===== config.mk =====
export PLATFORM = sky130hd
export DESIGN_NAME = instr_fetch
export DESIGN_NICKNAME = d
export VERILOG_FILES = /design/src/rtl/instr_fetch.sv
export SDC_FILE = /design/constraint.sdc
export NUM_CORES = 1
export LEC_CHECK = 0
export BUFFER_PORTS_ARGS = -buffer_cell sky130_fd_sc_hd__buf_2
export CORE_MARGIN = 4
export CORE_UTILIZATION = 47
export DETAILED_ROUTE_END_ITERATION = 10
export PLACE_DENSITY_LB_ADDON = 0.25
export SLEW_MARGIN = 5
export SYNTH_ARGS = -nofsm -noshare
export SYNTH_HDL_FRONTEND = slang
export SYNTH_SLANG_ARGS = --single-unit

===== constraint.sdc =====
create_clock -name clk -period 1.55 [get_ports clk]
set_input_delay 0.3875 -clock clk [delete_from_list [all_inputs] [get_ports clk]]
set_output_delay 0.3875 -clock clk [all_outputs]
set_load 0.02 [all_outputs]

===== src/rtl/instr_fetch.sv =====
// Instruction fetch unit: issues one imem read at a time, holds the returned
// word for decode and handles branch redirects, halt and memory timeouts.
module instr_fetch #(
  parameter logic [15:0] PC_RST   = 16'h0000,
  parameter int          MAX_WAIT = 15
) (
  input  logic        clk,
  input  logic        rst_n,
  output logic [15:0] imem_addr,
  output logic        imem_rd,
  input  logic [15:0] imem_data,
  input  logic        imem_ack,
  input  logic        br_taken,
  input  logic [15:0] br_target,
  input  logic        halt,
  output logic [15:0] ir,
  output logic [15:0] ir_pc,
  output logic        ir_valid,
  input  logic        ir_ready,
  output logic [1:0]  ir_cls,
  output logic [13:0] ir_pay,
  output logic        fetch_err
);

  typedef enum logic [2:0] {FETCH, WAIT, HOLD, DRAIN, STOP} state_t;

  localparam int TW = (MAX_WAIT < 2) ? 1 : $clog2(MAX_WAIT);
  localparam logic [TW-1:0] TMO_LAST = TW'(MAX_WAIT - 1);

  state_t        state_reg, state_next;
  logic [15:0]   pc_reg, pc_next;
  logic [15:0]   ir_reg, ir_next;
  logic [15:0]   ir_pc_reg, ir_pc_next;
  logic          ir_valid_reg, ir_valid_next;
  logic          rd_reg, rd_next;
  logic [15:0]   addr_reg, addr_next;
  logic          err_reg, err_next;
  logic [TW-1:0] tmo_reg, tmo_next;
  logic          tmo_hit;

  assign tmo_hit = (tmo_reg == TMO_LAST);

  always_comb begin
    state_next    = state_reg;
    pc_next       = pc_reg;
    ir_next       = ir_reg;
    ir_pc_next    = ir_pc_reg;
    ir_valid_next = ir_valid_reg;
    rd_next       = 1'b0;
    addr_next     = addr_reg;
    err_next      = err_reg;
    tmo_next      = tmo_reg;
    case (state_reg)
      FETCH: begin
        if (br_taken) begin
          pc_next       = br_target;
          ir_valid_next = 1'b0;
        end else if (halt || err_reg) begin
          state_next = STOP;
        end else begin
          rd_next    = 1'b1;
          addr_next  = pc_reg;
          tmo_next   = '0;
          state_next = WAIT;
        end
      end
      WAIT: begin
        if (imem_ack) begin
          tmo_next = '0;
          if (br_taken) begin
            // Redirect wins over the returning word, which is dropped.
            pc_next    = br_target;
            state_next = FETCH;
          end else begin
            ir_next       = imem_data;
            ir_pc_next    = pc_reg;
            pc_next       = pc_reg + 16'd1;
            ir_valid_next = 1'b1;
            state_next    = HOLD;
          end
        end else begin
          if (br_taken) pc_next = br_target;
          if (tmo_hit) begin
            err_next   = 1'b1;
            state_next = STOP;
          end else begin
            tmo_next   = tmo_reg + TW'(1);
            state_next = br_taken ? DRAIN : WAIT;
          end
        end
      end
      DRAIN: begin
        if (br_taken) pc_next = br_target;
        if (imem_ack) begin
          tmo_next   = '0;
          state_next = FETCH;
        end else if (tmo_hit) begin
          err_next   = 1'b1;
          state_next = STOP;
        end else begin
          tmo_next = tmo_reg + TW'(1);
        end
      end
      HOLD: begin
        if (br_taken) begin
          pc_next       = br_target;
          ir_valid_next = 1'b0;
          state_next    = FETCH;
        end else if (ir_ready) begin
          ir_valid_next = 1'b0;
          state_next    = FETCH;
        end
      end
      STOP: begin
        if (br_taken) pc_next = br_target;
        if (!err_reg && !halt) state_next = FETCH;
      end
      default: state_next = FETCH;
    endcase
  end

  always_ff @(posedge clk or negedge rst_n) begin
    if (!rst_n) begin
      state_reg    <= FETCH;
      pc_reg       <= PC_RST;
      ir_reg       <= 16'h0000;
      ir_pc_reg    <= 16'h0000;
      ir_valid_reg <= 1'b0;
      rd_reg       <= 1'b0;
      addr_reg     <= PC_RST;
      err_reg      <= 1'b0;
      tmo_reg      <= '0;
    end else begin
      state_reg    <= state_next;
      pc_reg       <= pc_next;
      ir_reg       <= ir_next;
      ir_pc_reg    <= ir_pc_next;
      ir_valid_reg <= ir_valid_next;
      rd_reg       <= rd_next;
      addr_reg     <= addr_next;
      err_reg      <= err_next;
      tmo_reg      <= tmo_next;
    end
  end

  assign imem_addr = addr_reg;
  assign imem_rd   = rd_reg;
  assign ir        = ir_reg;
  assign ir_pc     = ir_pc_reg;
  assign ir_valid  = ir_valid_reg;
  assign ir_cls    = ir_reg[15:14];
  assign ir_pay    = ir_reg[13:0];
  assign fetch_err = err_reg;

endmodule


==> summary.md <==
| Metric | Value |
|---|---|
| Largest area contributor in the netlist | dfrtp_1 |
| Clk slew on worst S/H paths | 0.08 ns |
| Max-slew headroom | 0.725 |
| Sink Count | 74 |
| Power, Total | 8550 uW |
| Congestion Overflow GR | 0 |
| Vias per std cell | 5.48 |
| Top cells by area, synth | dfrtp_1, mux2_2, buf_4 |
| Leak | 0.00235 uW |
| Fin nets | 509 |
| Ys flop type | dfrtp_1 |
| Maxcap violations | 0 |
| DR vias | 3129 |
| Hold_ws | 0.0329 ns |
| Post-Syn Nets | 370 |
| Worst Hold Class | input pin to asynchronous set/reset pin |
| Root Buffer | clkbuf_8 |
| Post-detail-place hpwl | 6510 um |
| GP Congestion | 0.882 |
| CTS H-Tree Depth | 3 |
| Netlist cell types | 47 |
| IO Pins | 105 |
| Power per cell area | 1750 mW/mm^2 |
| Max Freq | 636 MHz |
| Final setup fails | 3 |
| Data required, critical path | 1.77 ns |
| Die Ht | 95.6 um |
| RSZ-0062 raised after global routing | yes |
| Reg area | 0.00186 mm^2 |
| Power share of the clock group | 0.169 |
| Clock tree buffer depth | 2 |
| Fraction of registers with async set/reset | 1.00 |
| Post-synthesis instance total | 329 |
| Post-route clock period utilization | 1.01 |
| Seq/Total Area, Yosys | 0.513 |
| Detail Route Antenna Nets | 0 |
| Die X-Extent | 95.6 um |
| Starting density of the core | 0.490 |
| Hold Buf Count CTS | 0 |
| Final Hold Viols | 0 |
| Critical path class | register to register |
| Synth warnings | 0 |
| Flop and latch count out of synthesis | 74 |
| Worst Path Max Fanout | 5 |
| Worst-Skew Late Latency | 0.35 ns |
| Synth cell count leaders | dfrtp_1, mux2_2, nand2_1 |
| Initial DRC Count | 170 |
| P&R area growth vs syn | 35.5% |
| Syn Area/Cell | 11.0 um^2 |
| FF-to-FF setup slack | -0.02 ns |
| Filler cells | 599 |
| R2R Path Start | state_reg[1]$_DFFE_PN0P_ |
| Worst r2r dst | pc_reg[9]$_DFFE_PN0P_ |
| Internal power | 5110 uW |
| Fin. max-slew vios | 0 |
| Die area | 0.00915 mm^2 |
| Met2 Usage GRT | 0.317 |
| Crit start category | register |
| Critical path arrival | 1.80 ns |
| Area used by multi-input combinational logic | 0.00162 mm^2 |
| Netlist Area Pre-Place | 0.00361 mm^2 |
| Min Tclk post-route | 1.57 ns |
| Placement-stage cell area | 0.00448 mm^2 |
| Routed len/inst | 16.7 um |
| Part of the power in registers | 0.371 |
| DRC | 0 |
| Initial antenna violation count | 0 |
| Final WS setup | -0.0230 ns |
| Run status | finished with violations |
| Area share of the largest cell type after synthesis | 0.513 |
| Largest net degree at the start of global routing | 75 |
| Worst slew pin tran | 0.412 ns |
| Fin Setup TNS | -0.0557 ns |
| Comb pwr share | 0.460 |
| Skew final | 0.0101 ns |
| Met1 global-route usage | 0.281 |
| TritonCTS buffer count | 9 |
| VDD IR max | 0.928 mV |
| Ant diodes | 0 |
| CORE AREA | 0.00737 mm^2 |
| Gr usage total | 0.204 |
| Sw Ratio | 0.403 |
| Pre-Repair DR Iteration Count | 5 |
| R2R cell count | 5 |
| Most common cell in the netlist | dfrtp_1 |
| CTS tree | done |
| Final WL | 9540 um |
| Vias in the first global route | 2944 |
| CP Capture Type | register |
| Failing checks | negative setup slack |
| NetSw | 3440 uW |
| GRT Max-Usage Layer | met2 |
| EDFF count, synth | 0 |
| Post-route design area | 0.00489 mm^2 |
| First-pass GRT wire length | 14200 um |
| FP Rows | 31 |
| Buffers added on ports | 104 |
| Share of layout cells above drive strength 1 | 0.532 |
| M3 GR Usage | 0.0339 |
-- metrics by stage --
stage | utilization | std cells | setup slack (ns)
2_1_floorplan | - | 329 | -0.0493
3_3_place_gp | 0.608 | 546 | -0.117
3_5_place_dp | 0.608 | 546 | -0.142
4_1_cts | 0.639 | 563 | -0.0261
5_1_grt | 0.663 | 571 | -0.0762
6_report | 0.663 | 571 | -0.0230
-- power groups by stage --
stage | logic (uW) | registers, uW | clock network [uW]
3_3_place_gp | 3700 | 3140 | 0
6_report | 3930 | 3170 | 1450
5_1_grt | 4220 | 3270 | 1580
4_1_cts | 3820 | 3160 | 1490
2_1_floorplan | 1750 | 3960 | 0
3_5_place_dp | 3770 | 3190 | 0
-- critical path, stage by stage (launching register included) --
cell	delay (ns)
dfrtp_2	0.44
mux2i_4	0.22
or4_4	0.44
buf_4	0.15
o21ai_0	0.07
a31oi_1	0.12
-- cells in the final DEF, fill, tap and decap left out, types with 5 or more instances in the layout --
master and instances:
buf_2 104, dfrtp_1 69, buf_4 54, mux2_2 45, nand2_1 23, o21ai_0 13
and3_1 11, nor2_1 10, clkbuf_8 9, nand3_1 8, a21oi_1 8, nor3_1 8
inv_1 7, o22ai_1 7, nand2b_1 5, nand4_1 5, dfrtp_2 5
-- worst max path at each step --
stage	start	to	slack [ns]	cells past startpoint
final	state_reg[1]$_DFFE_PN0P_	pc_reg[9]$_DFFE_PN0P_	-0.02	5
after CTS	pc_reg[0]$_DFFE_PN0P_	pc_reg[13]$_DFFE_PN0P_	-0.03	4
after detailed placement	br_taken	pc_reg[13]$_DFFE_PN0P_	-0.14	5
after global placement	br_taken	pc_reg[13]$_DFFE_PN0P_	-0.12	5
after floorplan	pc_reg[5]$_DFFE_PN0P_	pc_reg[13]$_DFFE_PN0P_	-0.05	5
after global routing	state_reg[0]$_DFFE_PN0P_	pc_reg[6]$_DFFE_PN0P_	-0.08	6
-- routing by layer --
metal / wire, um / share of wire
met3: 601 / 0.063
met1: 4280 / 0.45
met5: 0 / 0
met4: 205 / 0.021
met2: 4460 / 0.47
-- kinds of logic after synthesis --
group                      Yosys count  share of synthesized area
adders and majority gates            3                     0.0104
buffers and inverters               46                     0.0693
DFF                                 74                      0.513
and+or+nand+nor                     97                      0.146
muxes                               49                      0.152
AOI/OAI and AO/OA                   59                      0.107
xor gates and xnor gates             1                    0.00243
-- area by class of cell --
class / instances / area share
Inverter: 7 / 0.00537
Tap cell: 99 / 0.0253
Clock inverter: 5 / 0.0115
Multi-Input combinational cell: 209 / 0.331
Timing Repair Buffer: 167 / 0.221
Sequential cell: 74 / 0.380
Clock buffer: 10 / 0.0261
-- repair_timing --
item | 4_1_cts | 5_1_grt
pin swaps | 3 | 3
cloned | 0 | 3
setup buffers | 2 | 5
resized for setup | 8 | 25
endpoints found under the setup margin | 14 | 37
(Power assumes the default switching activity.)
